==> src/rtl/ram_arbiter_if.sv <==
// rtl/ram_arbiter_if.sv - Request-side and RAM-side signal bundle for ram_arbiter.
interface ram_arbiter_if #(
  parameter int ADDR_W = 32
) ();
  logic              iREN;
  logic [ADDR_W-1:0] iaddr;
  logic              iwait;
  logic [ADDR_W-1:0] iload;
  logic              dREN;
  logic              dWEN;
  logic [ADDR_W-1:0] daddr;
  logic [ADDR_W-1:0] dstore;
  logic              dwait;
  logic [ADDR_W-1:0] dload;
  logic              ramREN;
  logic              ramWEN;
  logic [ADDR_W-1:0] ramaddr;
  logic [ADDR_W-1:0] ramstore;
  logic [ADDR_W-1:0] ramload;
  logic [1:0]        ramstate;
  logic              arb_err;

  modport master (
    input  iREN, iaddr, dREN, dWEN, daddr, dstore, ramload, ramstate,
    output iwait, iload, dwait, dload, ramREN, ramWEN, ramaddr, ramstore, arb_err
  );

  modport slave (
    output iREN, iaddr, dREN, dWEN, daddr, dstore, ramload, ramstate,
    input  iwait, iload, dwait, dload, ramREN, ramWEN, ramaddr, ramstore, arb_err
  );
endinterface

==> src/rtl/ram_arbiter.sv <==
// rtl/ram_arbiter.sv - Instruction/data arbiter for a single RAM port with timeout.
// Optional round-robin tie-breaking is enabled by defining RAM_ARB_RR_EN.
module ram_arbiter #(
  parameter int TIMEOUT = 255,
  parameter int ADDR_W  = 32
) (
  input logic           CLK,
  input logic           nRST,
  ram_arbiter_if.master bus
);
  typedef enum logic [1:0] {IDLE, ISERV, DSERV} state_t;

  localparam logic [1:0] RAM_ACCESS = 2'd2;
  localparam logic [1:0] RAM_ERROR  = 2'd3;
  localparam logic [7:0] CNT_LAST   = 8'(TIMEOUT - 1);

  state_t     state, next_state;
  logic [7:0] cnt, next_cnt;
  logic       i_req, d_req, active, ok, err, done, d_wins;
  state_t     arb;

  assign i_req  = bus.iREN;
  assign d_req  = bus.dREN | bus.dWEN;
  assign active = (state == ISERV) ? i_req : (state == DSERV) ? d_req : 1'b0;
  assign ok     = active && (bus.ramstate == RAM_ACCESS);
  assign err    = active && !ok && ((bus.ramstate == RAM_ERROR) || (cnt == CNT_LAST));
  assign done   = ok | err;

`ifdef RAM_ARB_RR_EN
  logic last_d, last_d_eff;

  // The requester finishing this cycle already counts as last granted for
  // the arbitration that picks its successor.
  assign last_d_eff = done ? (state == DSERV) : last_d;
  assign d_wins     = !last_d_eff;

  always_ff @(posedge CLK or negedge nRST) begin
    if (!nRST) begin
      last_d <= 1'b0;
    end else if (done) begin
      last_d <= (state == DSERV);
    end
  end
`else
  assign d_wins = 1'b1;
`endif

  assign arb = (d_req && (!i_req || d_wins)) ? DSERV : (i_req ? ISERV : IDLE);

  always_ff @(posedge CLK or negedge nRST) begin
    if (!nRST) begin
      state <= IDLE;
      cnt   <= 8'd0;
    end else begin
      state <= next_state;
      cnt   <= next_cnt;
    end
  end

  always_comb begin
    next_state = state;
    next_cnt   = cnt + 8'd1;
    if (state == IDLE || !active || done) begin
      next_state = arb;
      next_cnt   = 8'd0;
    end
  end

  always_comb begin
    bus.ramREN   = 1'b0;
    bus.ramWEN   = 1'b0;
    bus.ramaddr  = '0;
    bus.ramstore = '0;
    bus.iwait    = bus.iREN;
    bus.dwait    = d_req;
    bus.iload    = bus.ramload;
    bus.dload    = bus.ramload;
    bus.arb_err  = err;
    case (state)
      ISERV: begin
        bus.ramREN  = bus.iREN;
        bus.ramaddr = bus.iaddr;
        bus.iwait   = bus.iREN & ~done;
      end
      DSERV: begin
        bus.ramWEN   = bus.dWEN;
        bus.ramREN   = bus.dREN & ~bus.dWEN;
        bus.ramaddr  = bus.daddr;
        bus.ramstore = bus.dstore;
        bus.dwait    = d_req & ~done;
      end
      default: ;
    endcase
  end
endmodule

==> src/flat_wrapper.sv <==
// flat-port wrapper written by rule: the top's interface ports become plain ports
module ram_arbiter_flat 
#(
  parameter int TIMEOUT = 255,
  parameter int ADDR_W  = 32
)
  (CLK, nRST, bus_iREN, bus_iaddr, bus_dREN, bus_dWEN, bus_daddr, bus_dstore, bus_ramload, bus_ramstate, bus_iwait, bus_iload, bus_dwait, bus_dload, bus_ramREN, bus_ramWEN, bus_ramaddr, bus_ramstore, bus_arb_err);
  ram_arbiter_if #(.ADDR_W(ADDR_W)) bus_i ();
  input logic CLK;
  input logic nRST;
  input wire logic [$bits(bus_i.iREN)-1:0] bus_iREN;
  input wire logic [$bits(bus_i.iaddr)-1:0] bus_iaddr;
  input wire logic [$bits(bus_i.dREN)-1:0] bus_dREN;
  input wire logic [$bits(bus_i.dWEN)-1:0] bus_dWEN;
  input wire logic [$bits(bus_i.daddr)-1:0] bus_daddr;
  input wire logic [$bits(bus_i.dstore)-1:0] bus_dstore;
  input wire logic [$bits(bus_i.ramload)-1:0] bus_ramload;
  input wire logic [$bits(bus_i.ramstate)-1:0] bus_ramstate;
  output wire logic [$bits(bus_i.iwait)-1:0] bus_iwait;
  output wire logic [$bits(bus_i.iload)-1:0] bus_iload;
  output wire logic [$bits(bus_i.dwait)-1:0] bus_dwait;
  output wire logic [$bits(bus_i.dload)-1:0] bus_dload;
  output wire logic [$bits(bus_i.ramREN)-1:0] bus_ramREN;
  output wire logic [$bits(bus_i.ramWEN)-1:0] bus_ramWEN;
  output wire logic [$bits(bus_i.ramaddr)-1:0] bus_ramaddr;
  output wire logic [$bits(bus_i.ramstore)-1:0] bus_ramstore;
  output wire logic [$bits(bus_i.arb_err)-1:0] bus_arb_err;
  assign bus_i.iREN = bus_iREN;
  assign bus_i.iaddr = bus_iaddr;
  assign bus_i.dREN = bus_dREN;
  assign bus_i.dWEN = bus_dWEN;
  assign bus_i.daddr = bus_daddr;
  assign bus_i.dstore = bus_dstore;
  assign bus_i.ramload = bus_ramload;
  assign bus_i.ramstate = bus_ramstate;
  assign bus_iwait = bus_i.iwait;
  assign bus_iload = bus_i.iload;
  assign bus_dwait = bus_i.dwait;
  assign bus_dload = bus_i.dload;
  assign bus_ramREN = bus_i.ramREN;
  assign bus_ramWEN = bus_i.ramWEN;
  assign bus_ramaddr = bus_i.ramaddr;
  assign bus_ramstore = bus_i.ramstore;
  assign bus_arb_err = bus_i.arb_err;
  ram_arbiter #(.TIMEOUT(TIMEOUT), .ADDR_W(ADDR_W)) u_core (.CLK(CLK), .nRST(nRST), .bus(bus_i));
endmodule
==> config.mk <==
export PLATFORM = sky130hd
export DESIGN_NAME = ram_arbiter_flat
export DESIGN_NICKNAME = d
export VERILOG_FILES = /design/src/rtl/ram_arbiter_if.sv /design/src/rtl/ram_arbiter.sv /design/src/flat_wrapper.sv
export SDC_FILE = /design/constraint.sdc
export NUM_CORES = 1
export LEC_CHECK = 0
export BUFFER_PORTS_ARGS = -buffer_cell sky130_fd_sc_hd__buf_4
export CAP_MARGIN = 0
export CORE_AREA = 8 8 98 100
export DETAILED_ROUTE_END_ITERATION = 10
export DIE_AREA = 0 0 106 108
export GPL_ROUTABILITY_DRIVEN = 0
export HOLD_SLACK_MARGIN = 0.03
export SETUP_SLACK_MARGIN = 0.4
export SLEW_MARGIN = 20
export SYNTH_ARGS = -nofsm -noshare
export SYNTH_HDL_FRONTEND = slang
export SYNTH_SLANG_ARGS = --single-unit
==> constraint.sdc <==
create_clock -name CLK -period 2.2 [get_ports CLK]
set_input_delay 0.33 -clock CLK [delete_from_list [all_inputs] [get_ports CLK]]
set_output_delay 0.33 -clock CLK [all_outputs]
set_load 0.02 [all_outputs]
==> summary.md <==
| Metric | Value |
|---|---|
| Synthesis Warnings | `0` |
| Slew Limit Fails | `0` |
| Measured slew at the worst slew-check pin | `0.381 ns` |
| Filler Cell Count | `803` |
| Average cell area after synthesis | `7.51 um^2` |
| Fraction of layout cells with a size suffix above 1 | `65.5%` |
| Via count | `1983` |
| WL met3 | `897 um` |
| Setup TNS Final | `0 ns` |
| Drc violations | `0` |
| Worst hold path type | `in2reg` |
| Final Total Pwr | `1.51 mW` |
| Worst reg-to-reg setup slack | `0.40 ns` |
| Wirelength, routed | `7840 um` |
| Die W | `106 um` |
| Metal2 WL | `4000 um` |
| Final hold violations | `0` |
| Hold_sp | `bus_iREN` |
| Seq/Total Area, Yosys | `14.3%` |
| Max IR drop VDD | `0.260 mV` |
| Clock slew at reported path FFs | `0.05 ns` |
| Top cells by count, synth | `64 x buf_4, 33 x and2_1, 32 x a22oi_1, 32 x nor2b_1, 13 x clkbuf_1` |
| Lkg Pwr | `1.57 nW` |
| Clk buf depth | `2` |
| Worst endpoint required time | `1.87 ns` |
| Min cycle time layout | `1.96 ns` |
| Cell variety after synth | `27` |
| Area grow syn2layout | `80.8%` |
| TritonCTS Buffers | `3` |
| Post-synth EDFFs | `0` |
| Critical Path AT | `1.63 ns` |
| DR iter-0 viols | `48` |
| Clock Skew | `0.00209 ns` |
| # IOs | `268` |
| Largest cells by area after synthesis | `buf_4 27%, dfrtp_1 14%, a22oi_1 14%, and2_1 12%, nor2b_1 11%` |
| Drt pass-1 iters | `4` |
| Synth Flop Type | `dfrtp_1` |
| Post-route core utilization | `39.3%` |
| Layout Cells excl Fill | `450` |
| Startpoint Class | `flop` |
| Initial core utilization | `21.7%` |
| Clock sinks | `10` |
| Worst skew pair latency | `0.23 ns` |
| DP Cell Count | `434` |
| Max H-tree Level | `1` |
| Yosys top cell area share | `27.5%` |
| Critical path class | `reg2out` |
| Core box area | `8050 um^2` |
| Number of global-route vias before repair | `2171` |
| Post-DR wirelength/cell | `17.4 um` |
| GR Overflow Total | `0` |
| Die Area | `11400 um^2` |
| RSZ-0062 raised after global routing | `true` |
| Antenna-violating nets left | `0` |
| Nets | `486` |
| Fmax | `0.510 GHz` |
| Synth Cell Area | `1750 um^2` |
| CP startpoint | `u_core.state[0]` |
| Top sig layer | `met4` |
| CTS Root Cell | `clkbuf_8` |
| PwrDens | `476 nW/um^2` |
| Final setup fails | `0` |
| Initial antenna violation count | `0` |
| Vias per cell | `4.41` |
| Count leader, synth | `buf_4` |
| Rel. slew slack | `74.6%` |
| Largest net degree at the start of global routing | `31` |
| Routed length on met1 | `2780 um` |
| FP Rows | `33` |
| Mapped Cells | `233` |
| Hpwl dp | `6110 um` |
| Cell taking the most area after synthesis | `buf_4` |
| Status | `complete, no violations` |
| Worst setup EP type | `output pin` |
| First-pass GRT wire length | `11500 um` |
| Period utilization | `89.2%` |
| Total GRT Usage | `12.3%` |
| CTS tree | `done` |
| Register bit count reported by yosys | `10` |
| Die Ht | `108 um` |
| Async set or reset register ratio after synthesis | `100%` |
| Inserted Diodes | `0` |
| I/O Buffers | `171` |
| Maxcap violations | `0` |
| Post-Syn Nets | `373` |
| FF-to-FF Start | `u_core.state[0]` |
| CP max FO | `4` |
[timing repair]
| action | CTS | global route |
|---|---|---|
| hold buffers | 1 | 0 |
| gates cloned | 3 | 1 |
| hold endpoints to repair | 10 | 0 |
| buffers inserted | 6 | 1 |
| pin swaps | 7 | 0 |
| resized for setup | 60 | 8 |
| setup endpoints to repair | 79 | 79 |
[stage by stage]
step / setup slack (ns) / hold slack, ns / area, um^2
6_report: 0.238 / 0.370 / 3160
5_1_grt: 0.159 / 0.368 / 3160
4_1_cts: 0.227 / 0.367 / 3100
3_5_place_dp: 0.233 / 0.166 / 2690
3_3_place_gp: 0.291 / 0.164 / 2690
2_1_floorplan: 0.445 / 0.0344 / 1770
[layer usage]
metal,GRT usage (%),up-vias
met1,12.0,901
met4,4.02,0
met2,22.8,122
met5,0,-
met3,5.23,28
li1,-,932
[worst paths after layout]
check,endpoint,cells past startpoint
max in group asynchronous,u_core.cnt[3],2
min,u_core.state[0],3
max,bus_dwait,7
min in group asynchronous,u_core.cnt[4],2
max reg2reg,u_core.state[1],6
min reg2reg,u_core.cnt[0],2
[sequential cells by signal (all words and copies together) (netlist names)]
register / flops
u_core.state: 2
u_core.cnt: 8
[where the power goes]
part           leakage (nW)  internal (mW)  switching [mW]
sequential            0.135          0.190         0.00436
clock                0.0288          0.157          0.0685
combinational          1.41          0.599           0.486
total                  1.57          0.946           0.559
[layout by cell type, fill, tap and decap left out, types with 3 or more instances in the layout]
| cell | netlist | layout |
|---|---|---|
| buf_4 | 64 | 146 |
| buf_6 | 1 | 33 |
| a22oi_1 | 32 | 28 |
| nor2b_1 | 32 | 26 |
| and2_4 | 0 | 18 |
| and2_1 | 33 | 15 |
| nor2_1 | 10 | 10 |
| dfrtp_1 | 10 | 10 |
| nor2b_2 | 0 | 6 |
| nand2_1 | 5 | 5 |
| a22oi_2 | 0 | 4 |
| clkbuf_8 | 0 | 4 |
| inv_1 | 4 | 3 |
| xor2_1 | 3 | 3 |
| nand3_1 | 3 | 3 |
| xnor2_1 | 3 | 3 |
[cell families after synthesis]
group / after synthesis / synth area share (%)
AOI/OAI and AO/OA: 38 / 16.5
xor gates and xnor gates: 6 / 3.00
adders and majority gates: 5 / 3.58
buffers and inverters: 84 / 32.3
DFF: 10 / 14.3
muxes: 2 / 1.14
and+or+nand+nor: 88 / 29.3
[cell type report]
type	instances	area, um^2	share of cell area (%)
repair buffers	187	1650	52.2
multi-input cells	139	1060	33.4
well taps	105	131	4.15
clock buffers	4	55.1	1.74
flip-flops and latches	10	250	7.91
inverters	5	18.8	0.593
[worst max-delay path: stages (launching register included)]
cell	delay, ns
dfrtp_1	0.41
inv_2	0.11
ha_4	0.16
inv_2	0.04
o31a_1	0.24
nand2b_4	0.14
o22a_1	0.17
buf_6	0.13
No activity file was read; power rests on OpenSTA's default activity.
